===== config.mk =====
export PLATFORM = sky130hd
export DESIGN_NAME = dispatch_ctrl_alu
export DESIGN_NICKNAME = d
export VERILOG_FILES = /design/src/rtl/dispatch_ctrl_alu_pkg.sv /design/src/rtl/dispatch_ctrl_alu_dual_port_fifo2.sv /design/src/rtl/dispatch_ctrl_alu.sv
export SDC_FILE = /design/constraint.sdc
export NUM_CORES = 1
export LEC_CHECK = 0
export ABC_CLOCK_PERIOD_IN_PS = 4400
export BUFFER_PORTS_ARGS = -buffer_cell sky130_fd_sc_hd__buf_4
export CORE_ASPECT_RATIO = 0.6
export CORE_UTILIZATION = 51
export DETAILED_ROUTE_END_ITERATION = 10
export HOLD_SLACK_MARGIN = 0.02
export PLACE_DENSITY_LB_ADDON = 0.15
export SYNTH_ARGS = -nofsm -noshare
export SYNTH_HDL_FRONTEND = slang
export SYNTH_SLANG_ARGS = --single-unit

===== constraint.sdc =====
create_clock -name clk -period 4.4 [get_ports clk]
set_input_delay 0.88 -clock clk [delete_from_list [all_inputs] [get_ports clk]]
set_output_delay 0.88 -clock clk [all_outputs]
set_load 0.02 [all_outputs]

===== src/rtl/dispatch_ctrl_alu_pkg.sv =====
// Shared dispatch/issue types: the ALU queue payload, the two-wide uop bundle
// and the dispatch buffer depth.
package dispatch_ctrl_alu_pkg;

    localparam int DISPATCH_BUF_DEPTH = 4;

    typedef struct packed {
        logic [5:0]  rob_idx;
        logic [3:0]  alu_op;
        logic [6:0]  pdst;
        logic [6:0]  psrc1;
        logic [6:0]  psrc2;
        logic [16:0] imm;
    } ALU_Queue_Meta;

    typedef struct packed {
        logic          valid_0;
        logic          valid_1;
        ALU_Queue_Meta uop_0;
        ALU_Queue_Meta uop_1;
    } UOPBundle;

endpackage


===== src/rtl/dispatch_ctrl_alu_dual_port_fifo2.sv =====
// Two-push/two-pop circular buffer with occupancy count; reads are combinational from head.
// Latency: a write is readable the cycle after; no backpressure of its own, the caller gates wr/rd by count.
module dual_port_fifo2
    import dispatch_ctrl_alu_pkg::*;
#(
    parameter int DEPTH = DISPATCH_BUF_DEPTH,
    parameter int PTR_W = $clog2(DEPTH),
    parameter int OCC_W = $clog2(DEPTH + 1)
) (
    input  logic             clk,
    input  logic             rst,
    input  logic             clr,
    input  logic             wr_en_0,
    input  logic             wr_en_1,
    input  ALU_Queue_Meta    wr_dat_0,
    input  ALU_Queue_Meta    wr_dat_1,
    input  logic [1:0]       rd_num,
    output ALU_Queue_Meta    rd_dat_0,
    output ALU_Queue_Meta    rd_dat_1,
    output logic [OCC_W-1:0] count
);

    ALU_Queue_Meta    r_mem [DEPTH];
    logic [PTR_W-1:0] r_head;
    logic [PTR_W-1:0] r_tail;
    logic [OCC_W-1:0] r_count;
    logic [PTR_W-1:0] w_head_1;
    logic [PTR_W-1:0] w_tail_1;
    logic [1:0]       w_wr_num;

    assign w_wr_num = {1'b0, wr_en_0} + {1'b0, wr_en_1};
    assign w_head_1 = r_head + PTR_W'(1);
    assign w_tail_1 = r_tail + PTR_W'(1);

    // wr_en_1 is only ever set together with wr_en_0, so port 1 lands at tail+1.
    always_ff @(posedge clk) begin
        if (wr_en_0) r_mem[r_tail]   <= wr_dat_0;
        if (wr_en_1) r_mem[w_tail_1] <= wr_dat_1;
    end

    always_ff @(posedge clk or posedge rst) begin
        if (rst) begin
            r_head  <= '0;
            r_tail  <= '0;
            r_count <= '0;
        end else if (clr) begin
            r_head  <= '0;
            r_tail  <= '0;
            r_count <= '0;
        end else begin
            r_head  <= r_head + PTR_W'(rd_num);
            r_tail  <= r_tail + PTR_W'(w_wr_num);
            r_count <= r_count + OCC_W'(w_wr_num) - OCC_W'(rd_num);
        end
    end

    assign rd_dat_0 = r_mem[r_head];
    assign rd_dat_1 = r_mem[w_head_1];
    assign count    = r_count;

`ifndef SYNTHESIS
    always_ff @(posedge clk) begin
        if (!rst && !clr) begin
            assert (int'(r_count) <= DEPTH);
            assert (int'(w_wr_num) <= DEPTH - int'(r_count));
            assert (int'(rd_num) <= int'(r_count));
        end
    end
`endif

endmodule


===== src/rtl/dispatch_ctrl_alu.sv =====
// Dispatch-side in-order buffer feeding issue_unit_ALU two uops per cycle, with flush and stall counter.
// Latency: 1 cycle accept->enq, no bypass; in_ready needs two free entries, judged on registered count only.
module dispatch_ctrl_alu
    import dispatch_ctrl_alu_pkg::*;
#(
    parameter int BUF_DEPTH = DISPATCH_BUF_DEPTH,
    parameter int CNT_W     = 32
) (
    input  logic                           clk,
    input  logic                           rst,
    input  logic                           flush,
    input  logic                           in_valid_0,
    input  logic                           in_valid_1,
    input  ALU_Queue_Meta                  in_uop_0,
    input  ALU_Queue_Meta                  in_uop_1,
    output logic                           in_ready,
    input  logic                           iq_ready,
    output logic                           enq_req_0,
    output logic                           enq_req_1,
    output ALU_Queue_Meta                  enq_ops_0,
    output ALU_Queue_Meta                  enq_ops_1,
    output logic [$clog2(BUF_DEPTH+1)-1:0] occupancy,
    output logic [CNT_W-1:0]               stall_cnt
);

    localparam int OCC_W = $clog2(BUF_DEPTH + 1);

    logic [OCC_W-1:0] w_count;
    logic             w_accept;
    logic             w_wr_en_0;
    logic             w_wr_en_1;
    logic [1:0]       w_rd_num;
    ALU_Queue_Meta    w_wr_dat_0;
    ALU_Queue_Meta    w_rd_dat_0;
    ALU_Queue_Meta    w_rd_dat_1;
    logic [CNT_W-1:0] r_stall_cnt;

    assign in_ready = (w_count <= OCC_W'(BUF_DEPTH - 2));
    assign w_accept = in_ready & ~flush;

    // Compaction: a lone slot-1 uop takes write port 0 so the buffer never has holes.
    assign w_wr_en_0  = w_accept & (in_valid_0 | in_valid_1);
    assign w_wr_en_1  = w_accept & in_valid_0 & in_valid_1;
    assign w_wr_dat_0 = in_valid_0 ? in_uop_0 : in_uop_1;

    assign enq_req_0 = iq_ready & (w_count != '0) & ~flush;
    assign enq_req_1 = iq_ready & (w_count >= OCC_W'(2)) & ~flush;
    assign w_rd_num  = {1'b0, enq_req_0} + {1'b0, enq_req_1};

    dual_port_fifo2 #(
        .DEPTH (BUF_DEPTH)
    ) u_fifo (
        .clk      (clk),
        .rst      (rst),
        .clr      (flush),
        .wr_en_0  (w_wr_en_0),
        .wr_en_1  (w_wr_en_1),
        .wr_dat_0 (w_wr_dat_0),
        .wr_dat_1 (in_uop_1),
        .rd_num   (w_rd_num),
        .rd_dat_0 (w_rd_dat_0),
        .rd_dat_1 (w_rd_dat_1),
        .count    (w_count)
    );

    // Storage is not reset, so the payload is forced to zero while reset is held.
    assign enq_ops_0 = rst ? '0 : w_rd_dat_0;
    assign enq_ops_1 = rst ? '0 : w_rd_dat_1;
    assign occupancy = w_count;

    always_ff @(posedge clk or posedge rst) begin
        if (rst) begin
            r_stall_cnt <= '0;
        end else if ((w_count != '0) && !iq_ready && !flush && (r_stall_cnt != '1)) begin
            r_stall_cnt <= r_stall_cnt + CNT_W'(1);
        end
    end

    assign stall_cnt = r_stall_cnt;

endmodule


=== After elaboration in Yosys (flattened, before gate mapping) ===
Memory sizes are Yosys's and may differ from the RTL's.
Index checks and enable logic that the tools add are counted.

* Flip-flop bits (word level): 39
* Bits in writable memories: 192
* Input bits: 102
* Logic and storage cells: 43
* Memories: 1

* Add/subtract/negate cells: 9
* Order comparisons: 2
* Equal/unequal tests: 1
* Muxes and demuxes: 10
* Bitwise gates (word level): 10
* Reduce and logical (&&, ||, !) cells: 6

{| class="wikitable"
|+ Memories
! memory !! words !! bits a word !! read ports !! clocked after memory_dff !! write ports !! RTL line !! source
|-
| u_fifo.r_mem || 4 || 48 || 2 || 0 || 2 || dispatch_ctrl_alu_dual_port_fifo2.sv:23 || <nowiki>ALU_Queue_Meta r_mem [DEPTH];</nowiki>
|}

{| class="wikitable"
|+ Operators by type and width
! operator !! number
|-
| $mux 48 || 3
|-
| $add 32x1->32 const B || 1
|-
| $ne 32x32->1 const B || 1
|-
| $and 1x1->1 || 8
|-
| $add 1x1->2 || 2
|-
| $add 2x1->2 const B || 2
|-
| $add 2x2->2 || 2
|-
| $mux 1 || 4
|-
| $mux 2 || 2
|-
| $add 3x2->3 || 1
|-
| $ge 3x2->1 const B || 1
|-
| $le 3x2->1 const B || 1
|-
| $logic_and 1x1->1 || 3
|-
| $mux 3 || 1
|-
| $reduce_bool 3->1 || 1
|-
| $sub 3x2->3 || 1
|-
| $logic_not 1->1 || 2
|-
| $not 1->1 || 1
|-
| $or 1x1->1 || 1
|}

=== Longest topological paths before layout ===
Gate-level depths: netlist of run 1.

* Depth in word-level cells: 8
* Gate-level depth with buffers: 11
* Mapped depth without buffers: 10

=== Modules after synthesis ===
A second synthesis of run 1 with hierarchy kept.

* Cell total of the unflattened synthesis: 893
* Area total of the unflattened synthesis: 13700.6 um^2

{| class="wikitable"
|+ By module, submodules not included
! module !! instances !! cells an instance !! area an instance (um^2) !! seq. area each (um^2)
|-
| dual_port_fifo2 || 1 || 563 || 10792.9 || 5940.7
|-
| dispatch_ctrl_alu || 1 || 330 || 2907.8 || 800.8
|}

=== Worst setup path after synthesis of run 1 ===
No wires, ideal clock.

* Path type: input -> register
* Start: input in_valid_1
* End: memory u_fifo.r_mem[2][0] (netlist name) (enable)
* Data arrival time: 4.915 ns
* Required time: 3.873 ns
* Path slack: -1.042 ns
* Cell stages on the path: 5
* Cells stage by stage: clkbuf_1 nand2_1 o21ai_0 nand2_1 a21boi_0

{| class="wikitable"
|+ RTL lines
! item !! RTL line !! source
|-
| start: declaration || dispatch_ctrl_alu.sv:13 || <nowiki>input logic in_valid_1,</nowiki>
|-
| end: declaration || dispatch_ctrl_alu_dual_port_fifo2.sv:23 ||
|}

==> results of run 1 <==
stage by stage:
step	instances	power, mW	hold slack (ns)
floorplan	858	4.50	0.583
global placement	1383	5.36	0.489
detailed placement	1383	5.39	0.494
CTS	1424	7.38	0.507
global route	1424	7.65	0.530
finish	1424	7.31	0.510
per-layer routing:
metal / vias to the layer above / GRT usage / wire length, um
li1: 3803 / - / -
met1: 4344 / 0.361 / 14800
met2: 280 / 0.384 / 14900
met3: 29 / 0.0495 / 2020
met4: 0 / 0.0404 / 414
met5: - / 0 / 0
state kept, by name, indices dropped and copies added (netlist names):
name	cells
u_fifo.r_mem	192
stall_cnt	32
u_fifo.count	3
u_fifo.r_head	2
u_fifo.r_tail	2
Yosys cell counts, drive strengths merged, types with 3 or more instances:
| library cell | number | area share |
|---|---|---|
| nor2b | 6 | 0.0028 |
| and3 | 5 | 0.0024 |
| nand2 | 18 | 0.0051 |
| mux2i | 3 | 0.0023 |
| nor2 | 28 | 0.0080 |
| ha | 7 | 0.0066 |
| o21ai | 3 | 0.0014 |
| dfrtp | 39 | 0.074 |
| a21oi | 3 | 0.0011 |
| nor4 | 8 | 0.0049 |
| nand4 | 11 | 0.0052 |
| buf | 37 | 0.015 |
| nand3 | 8 | 0.0030 |
| clkbuf | 22 | 0.0063 |
| mux4 | 96 | 0.16 |
| edfxtp | 192 | 0.44 |
| mux2 | 193 | 0.16 |
| inv | 11 | 0.0031 |
| and2 | 96 | 0.046 |
| nor3 | 10 | 0.0059 |
| xor2 | 22 | 0.015 |
| xnor2 | 10 | 0.0066 |
power groups by stage:
stage | sequential (mW) | clock [mW] | combinational (mW)
after floorplan | 2.88 | 0 | 1.62
after global placement | 2.99 | 0 | 2.38
after detailed placement | 2.99 | 0 | 2.40
after CTS | 2.95 | 2.02 | 2.41
after global routing | 2.99 | 2.10 | 2.56
final | 2.96 | 1.97 | 2.38
worst min path at each step:
stage,startpoint,end,slack [ns],cells after the start
3_3_place_gp,stall_cnt[5],stall_cnt[5],0.49,1
2_1_floorplan,u_fifo.r_head[0],u_fifo.r_head[0],0.58,2
5_1_grt,stall_cnt[9],stall_cnt[9],0.53,1
6_report,stall_cnt[30],stall_cnt[30],0.51,1
3_5_place_dp,stall_cnt[30],stall_cnt[30],0.49,1
4_1_cts,stall_cnt[20],stall_cnt[20],0.51,1
cell families (layout without fill, tap and decap cells):
logic type / count (synthesis) / count (layout)
mux: 292 / 292
xor+xnor: 32 / 32
compound gates: 21 / 21
buf+inv: 70 / 307
flops: 231 / 231
simple gates: 203 / 203
fa+ha+maj: 9 / 9
critical path: stages, from the launching register on:
cell,delay [ns]
dfrtp_4,0.78
buf_4,0.50
mux4_2,0.58
and2_1,0.18
buf_4,0.15
cell type report:
| class | instances | area share |
|---|---|---|
| Clock buffer | 32 | 0.0404 |
| Multi-Input combinational cell | 557 | 0.384 |
| Sequential cell | 231 | 0.418 |
| Tap cell | 329 | 0.0255 |
| Inverter | 11 | 0.00271 |
| Timing Repair Buffer | 255 | 0.124 |
| Clock inverter | 9 | 0.00550 |
==> flow_summary.ini, run 1 <==
[run_status]
status = finished with violations
violations = DRC

[drt]
totalWireLength_um = 32100
ant_nets = 0
drc_errors = 2
first_pass_iters = 8
drt_iter0_drc = 623
vias = 8456
routedWlPerCell_um = 22.6
viasPerCell = 5.94

[pwr]
peakVddDrop_uv = 263
p_comb_frac = 0.326
pwr-share-seq = 0.404
pwr-share-clk = 0.270
p_per_area_nw_per_um2 = 453
internal_power_mw = 5.09
p_switching_mw = 2.22
p_sw_frac = 0.304
leakagePower_nw = 6.01

[final_layout]
fin_util = 0.637
multi_input_area_sq_um = 6200
layout_commonest_cell = buf_4
final_cell_mix = buf_4 (248), edfxtp_1 (192), mux2_2 (191), mux4_2 (96), and2_1 (96)
drive_gt1_frac = 0.538
fin_area_sq_um = 16100
seqCellArea_sq_um = 6750
n_fill_cell = 1886
diodes = 0
area_growth_pct = 22.6
nets = 1191

[yosys]
synthAdderAreaFrac = 0.00969
synthSimpleGateAreaFrac = 0.0903
seq_area_frac_synth = 0.512
synth_area_sq_um = 13200
synth_nets = 969
synth_top_family_by_area = multiplexers
ys_warn_count = 0
synthFlopType = edfxtp_1
synth_edf_count = 192
avgSynthCellArea_sq_um = 15.4
synthCells = 858
synth_compound_area_frac = 0.0114
synth_cell_type_count = 52
yosys-mux-area-fraction = 0.331
ys_async_sr_fraction = 0.169
synth_seq_cells = 231
synthXorXnorAreaFrac = 0.0213

[sta]
final-hold-violation-count = 0
max_freq_mhz = 277
slew_headroom = 0.374
rsz0062_at_grt = false
finalCritPeriodShare = 0.822
fin_ws_ns = 0.784
setup_tns_ns = 0
setup_viol = 0
fin_crit_ns = 3.62
worst_pin_slew_ns = 0.938
clock_skew_ns = 0.00863
report.final.slew_viol_count = 0

[worst_setup_path]
critPathCaptureType = primary output
timing.rr.end = u_fifo.count[2]
crit_path_start = u_fifo.r_head[1]
rrSetupSlack_ns = 1.65
critPathMaxFanout = 29
endpoint = enq_ops_1[10]
r2r-start = u_fifo.count[1]
crit_required_ns = 3.52
arrival_ns = 2.74
startpoint_type = register
crit_type = reg2out
rr_worst_depth = 11

[placement]
portBuffers = 235
dp_slack_ns = 1.28
hpwl_um = 20600
place.gp.congestion = 0.826
dpl_cell_area_sq_um = 15400

[cts]
clock_latency_ns = 0.52
cts_resized = 0
cts_tree = yes
hold_buffers = 0
cts_setup_buffers = 0
cts.sink_count = 231
ctsRootBufferMaster = clkbuf_16
htree_levels = 1
clk_pin_slew_ns = 0.06
cts-buffers-inserted = 24
cts_max_path_buffers = 3

[floorplan]
die_x_um = 210
core_area_sq_um = 25300
pin_count = 236
dieArea_sq_um = 26500
start_util = 0.520
rows = 45
die_h_um = 127

[global_routing]
antenna_found_initial = 0
grt_pass1_wl_um = 49900
grt.overflow.total = 0
grt_usage = 0.245
grt_max_degree = 105
grt_pass1_vias = 8482

[worst_hold_path]
hp-class = reg2reg

[flow_run]
cap_viol_max_count = 0
(Power assumes the default switching activity.)
==> run 2, diff against run 1 <==
--- a/config.mk
+++ b/config.mk
@@ -5,10 +5,11 @@
 export SDC_FILE = /design/constraint.sdc
 export NUM_CORES = 1
 export LEC_CHECK = 0
-export ABC_CLOCK_PERIOD_IN_PS = 4400
+export ABC_AREA = 1
+export ABC_CLOCK_PERIOD_IN_PS = 3550
 export BUFFER_PORTS_ARGS = -buffer_cell sky130_fd_sc_hd__buf_4
 export CORE_ASPECT_RATIO = 0.6
-export CORE_UTILIZATION = 51
+export CORE_UTILIZATION = 58
 export DETAILED_ROUTE_END_ITERATION = 10
 export HOLD_SLACK_MARGIN = 0.02
 export PLACE_DENSITY_LB_ADDON = 0.15
==> constraint.sdc (replaced) <==
create_clock -name clk -period 3.55 [get_ports clk]
set_input_delay 0.71 -clock clk [delete_from_list [all_inputs] [get_ports clk]]
set_output_delay 0.71 -clock clk [all_outputs]
set_load 0.02 [all_outputs]
==> flow_summary.ini, run 2 <==
[cts]
cts_tree = yes
hold_buffers = 0
clock_latency_ns = 0.51
cts.sink_count = 231
clk_pin_slew_ns = 0.07
cts_max_path_buffers = 3
htree_levels = 1
cts_resized = 0
cts_setup_buffers = 0
cts-buffers-inserted = 23
ctsRootBufferMaster = clkbuf_16

[worst_setup_path]
startpoint_type = register
cp_cell_sequence = nor2_4 > buf_4 > nand2_1 > a31oi_1 > buf_4
endpoint = enq_ops_1[24]
critPathCaptureType = primary output
cp_common_cell = buf_4
crit_required_ns = 2.84
cp_slowest_cell = dfrtp_4
crit_path_start = u_fifo.r_head[1]
cp.buffers_inverters = 2
critical_path_depth = 5
r2r-start = u_fifo.count[1]
crit_family = buffers and inverters
critPathMaxFanout = 48
timing.rr.end = u_fifo.count[2]
rrSetupSlack_ns = 0.85
crit_type = reg2out
critPathMaxStageDelay_ns = 0.66
rr_worst_depth = 9
arrival_ns = 2.75

[placement]
hpwl_um = 27200
portBuffers = 235
dpl_cell_area_sq_um = 16100
place.gp.congestion = 0.919

[floorplan]
dieArea_sq_um = 25100
start_util = 0.602
die_h_um = 123
pin_count = 236
rows = 43
die_x_um = 204
core_area_sq_um = 23500

[global_routing]
grt_pass1_vias = 13000
grt_max_degree = 130
grt_pass1_wl_um = 67700
antenna_found_initial = 1
grt_usage = 0.348
grt.overflow.total = 0

[final_layout]
area_growth_pct = 18.7
layout_commonest_cell = nand2_1
top_register = u_fifo.r_mem
nets = 2135
final_cell_mix = nand2_1 (641), o21ai_0 (292), buf_4 (251), edfxtp_1 (192), nor2_1 (147)
fin_area_sq_um = 16800
drive_gt1_frac = 0.157
n_fill_cell = 1825
largest_reg_flops = 192

[pwr]
peakVddDrop_uv = 449
p_per_area_nw_per_um2 = 583
leakagePower_nw = 7.51

[yosys]
synth_top_cell_area_share = 0.407
synth_cell_type_count = 34
synth_seq_cells = 231
synth_nets = 1976
avgSynthCellArea_sq_um = 7.59
synth_area_sq_um = 14200
netlist_top_cells_area = edfxtp_1 (41%), nand2_1 (17%), o21ai_0 (10%)
ys_async_sr_fraction = 0.169
synthCells = 1865
synth.most_common_cell = nand2_1
ys_warn_count = 0
synth_edf_count = 192
synthFlopType = edfxtp_1
synth_top_area_cell = edfxtp_1
synth_common_cells = nand2_1 (647), o21ai_0 (292), edfxtp_1 (192), nor2_1 (148), inv_1 (145)
seq_area_frac_synth = 0.476

[drt]
drc_errors = 0
vias = 13800
drt_iter0_drc = 1835
totalWireLength_um = 43900
viasPerCell = 5.87
ant_nets = 0
routedWlPerCell_um = 18.6
first_pass_iters = 6

[run_status]
status = completed

[sta]
worst_pin_slew_ns = 1.14
clock_skew_ns = 0.0155
fin_crit_ns = 3.46
slew_headroom = 0.242
setup_viol = 0
finalCritPeriodShare = 0.975
hold_ws_ns = 0.446
report.final.slew_viol_count = 0
rsz0062_at_grt = false
max_freq_mhz = 289
final-hold-violation-count = 0
setup_tns_ns = 0

[flow_run]
cap_viol_max_count = 0

[worst_hold_path]
whs_path_depth = 2
hp-class = in2reg
-- run 2: cell types whose count changed in the layout (fill, tap and decap cells not counted), sizes merged, moves of 47 or more --
cell    before  now
mux4        96    0
and2        96    2
inv         11  147
o21ai        3  337
o211ai       1   48
nand2       18  650
a21oi        3   62
mux2       193    0
nor2        28  156
-- run 2: stage by stage --
step / setup slack (ns) / util / std cells / power, mW
floorplan: 0.530 / - / 1865 / 5.90
global placement: 0.746 / 0.683 / 2314 / 7.21
detailed placement: 0.647 / 0.683 / 2314 / 7.32
CTS: 0.178 / 0.715 / 2355 / 9.75
global route: 0.0388 / 0.715 / 2356 / 10.2
finish: 0.0880 / 0.715 / 2357 / 9.80
-- run 2: where the power goes --
part	switching [mW]	internal [mW]
Sequential	0.214	3.36
Clock	1.07	1.38
Combinational	2.53	1.25
Total	3.81	5.99
-- run 2: final cells by class --
type / count / area [sq um] / share of cell area
Multi-Input combinational cell: 1363 / 6330 / 0.377
Clock buffer: 30 / 622 / 0.0370
Sequential cell: 231 / 6750 / 0.402
Inverter: 146 / 548 / 0.0326
Antenna cell: 2 / 5.00 / 0.000298
Clock inverter: 11 / 109 / 0.00648
Tap cell: 315 / 394 / 0.0235
Timing Repair Buffer: 259 / 2040 / 0.122
-- run 2: logic make-up (layout without fill, tap and decap cells) --
family | count (synthesis) | count (layout) | share of synthesized area
adders and majority gates | 9 | 9 | 0.00901
other | 0 | 2 | 0
buffers and inverters | 271 | 446 | 0.0806
xor gates and xnor gates | 18 | 18 | 0.0111
AOI/OAI and AO/OA | 496 | 496 | 0.189
and+or+nand+nor | 840 | 840 | 0.234
DFF | 231 | 231 | 0.476
-- run 2: layer usage --
metal  GRT usage  part of all wire  vias to the layer above
met5           0                 0                        -
met4       0.120             0.022                        0
met3      0.0714              0.13                       84
met2       0.525              0.44                      887
met1       0.499              0.41                     6326
li1            -                 -                     6534
-- run 2: worst min path at each step --
stage	startpoint	endpoint	slack, ns
after floorplan	stall_cnt[30]	stall_cnt[30]	0.61
after detailed placement	stall_cnt[6]	stall_cnt[6]	0.53
final	flush	u_fifo.count[0]	0.45
after CTS	flush	u_fifo.count[0]	0.43
after global placement	stall_cnt[3]	stall_cnt[3]	0.53
after global routing	flush	u_fifo.r_tail[0]	0.45
==> run 3, diff against run 2 <==
--- a/config.mk
+++ b/config.mk
@@ -6,9 +6,10 @@
 export NUM_CORES = 1
 export LEC_CHECK = 0
 export ABC_AREA = 1
-export ABC_CLOCK_PERIOD_IN_PS = 3550
+export ABC_CLOCK_PERIOD_IN_PS = 3800
 export BUFFER_PORTS_ARGS = -buffer_cell sky130_fd_sc_hd__buf_4
-export CORE_ASPECT_RATIO = 0.6
+export CORE_ASPECT_RATIO = 1.1
+export CORE_MARGIN = 8
 export CORE_UTILIZATION = 58
 export DETAILED_ROUTE_END_ITERATION = 10
 export HOLD_SLACK_MARGIN = 0.02
==> constraint.sdc (replaced) <==
create_clock -name clk -period 3.8 [get_ports clk]
set_input_delay 0.76 -clock clk [delete_from_list [all_inputs] [get_ports clk]]
set_output_delay 0.76 -clock clk [all_outputs]
set_load 0.02 [all_outputs]
==> flow_summary.ini, run 3 (synthesis results as in run 2) <==
[run_status]
status = completed

[cts]
cts.sink_count = 231
hold_buffers = 0
htree_levels = 1
cts_tree = yes
cts_setup_buffers = 0
cts_resized = 0
cts-buffers-inserted = 23
ctsRootBufferMaster = clkbuf_16
cts_max_path_buffers = 3
clock_latency_ns = 0.50
clk_pin_slew_ns = 0.07

[drt]
ant_nets = 0
totalWireLength_um = 41700
drc_errors = 0
first_pass_iters = 6
routedWlPerCell_um = 17.8
vias = 13500
viasPerCell = 5.77
drt_iter0_drc = 1248

[pwr]
power_mw = 9.32
leakagePower_nw = 7.53
peakVddDrop_uv = 333
p_per_area_nw_per_um2 = 553

[final_layout]
largest_reg_flops = 192
diodes = 0
layout_commonest_cell = nand2_1
nets = 2132
drive_gt1_frac = 0.157
final_cell_mix = nand2_1 (641), o21ai_0 (292), buf_4 (250), edfxtp_1 (192), nor2_1 (147)
top_register = u_fifo.r_mem
fin_area_sq_um = 16800
fin_cells = 2347
area_growth_pct = 19.0

[worst_setup_path]
startpoint_type = register
arrival_ns = 2.87
rr_worst_depth = 9
critical_path_depth = 5
crit_type = reg2out
cp_cell_sequence = nor2_4 > inv_2 > nand2_1 > a31oi_1 > buf_4
cp_slowest_cell = inv_2
crit_required_ns = 3.04
critPathMaxStageDelay_ns = 0.80
critPathCaptureType = primary output
critPathMaxFanout = 48
crit_family = buffers and inverters
cp.buffers_inverters = 2

[sta]
finalCritPeriodShare = 0.954
slew_headroom = 0.240
clock_skew_ns = 0.00939
fin_ws_ns = 0.174
report.final.slew_viol_count = 0
rsz0062_at_grt = false
final-hold-violation-count = 0
fin_crit_ns = 3.63
worst_pin_slew_ns = 1.14
setup_viol = 0
max_freq_mhz = 276
setup_tns_ns = 0

[worst_hold_path]
whs_path_depth = 2
hp-class = in2reg

[floorplan]
die_x_um = 165
rows = 60
dieArea_sq_um = 29700
start_util = 0.584
pin_count = 236
die_h_um = 180
core_area_sq_um = 24200

[placement]
portBuffers = 235
numPlacedInstances = 2306
dpl_cell_area_sq_um = 16000
place.gp.congestion = 0.897
hpwl_um = 26300
dp_slack_ns = 0.691

[global_routing]
grt_pass1_wl_um = 65300
grt_max_degree = 134
grt.overflow.total = 0
grt_usage = 0.271
antenna_found_initial = 0
grt_pass1_vias = 13300

[flow_run]
cap_viol_max_count = 0
[run 3: changes by cell type in the layout (fill, tap and decap cells not counted), sizes merged]
| cell | before | now |
|---|---|---|
| bufinv | 2 | 7 |
| buf | 259 | 256 |
| clkbuf | 30 | 27 |
| diode | 2 | 0 |
| clkinvlp | 1 | 0 |
| inv | 147 | 146 |
[run 3: metrics by stage]
step	util	hold WS, ns
floorplan	-	0.609
global placement	0.660	0.508
detailed placement	0.660	0.515
CTS	0.695	0.489
global route	0.695	0.507
finish	0.695	0.492
[run 3: worst paths after layout]
kind                                   from               to  slack [ns]
max in group asynchronous               rst     stall_cnt[7]        2.27
max reg2reg                 u_fifo.count[1]  u_fifo.count[2]        1.17
min                                   flush  u_fifo.count[1]        0.49
min reg2reg                   stall_cnt[30]    stall_cnt[30]        0.54
max                        u_fifo.r_head[1]     enq_ops_1[0]        0.17
min in group asynchronous               rst  u_fifo.count[1]        0.75
[run 3: area by class of cell]
class / count / area [sq um]
timing repair buffer: 256 / 1990
fill: 1963 / 7400
inverter: 146 / 548
clock buffer: 27 / 601
clock inverter: 14 / 240
tap: 310 / 388
multi-input combinational: 1363 / 6330
sequential: 231 / 6750
[run 3: per-layer routing]
metal	global-route usage	wire (um)	vias to the layer above
met2	0.471	20600	650
met5	0	0	-
met1	0.328	16000	6252
met4	0.114	1330	0
met3	0.0386	3700	110
li1	-	-	6519
[run 3: power breakdown]
part,internal (mW),switching (mW)
sequential,3.14,0.207
combinational,1.16,2.29
clock,1.60,0.930
total,5.89,3.43
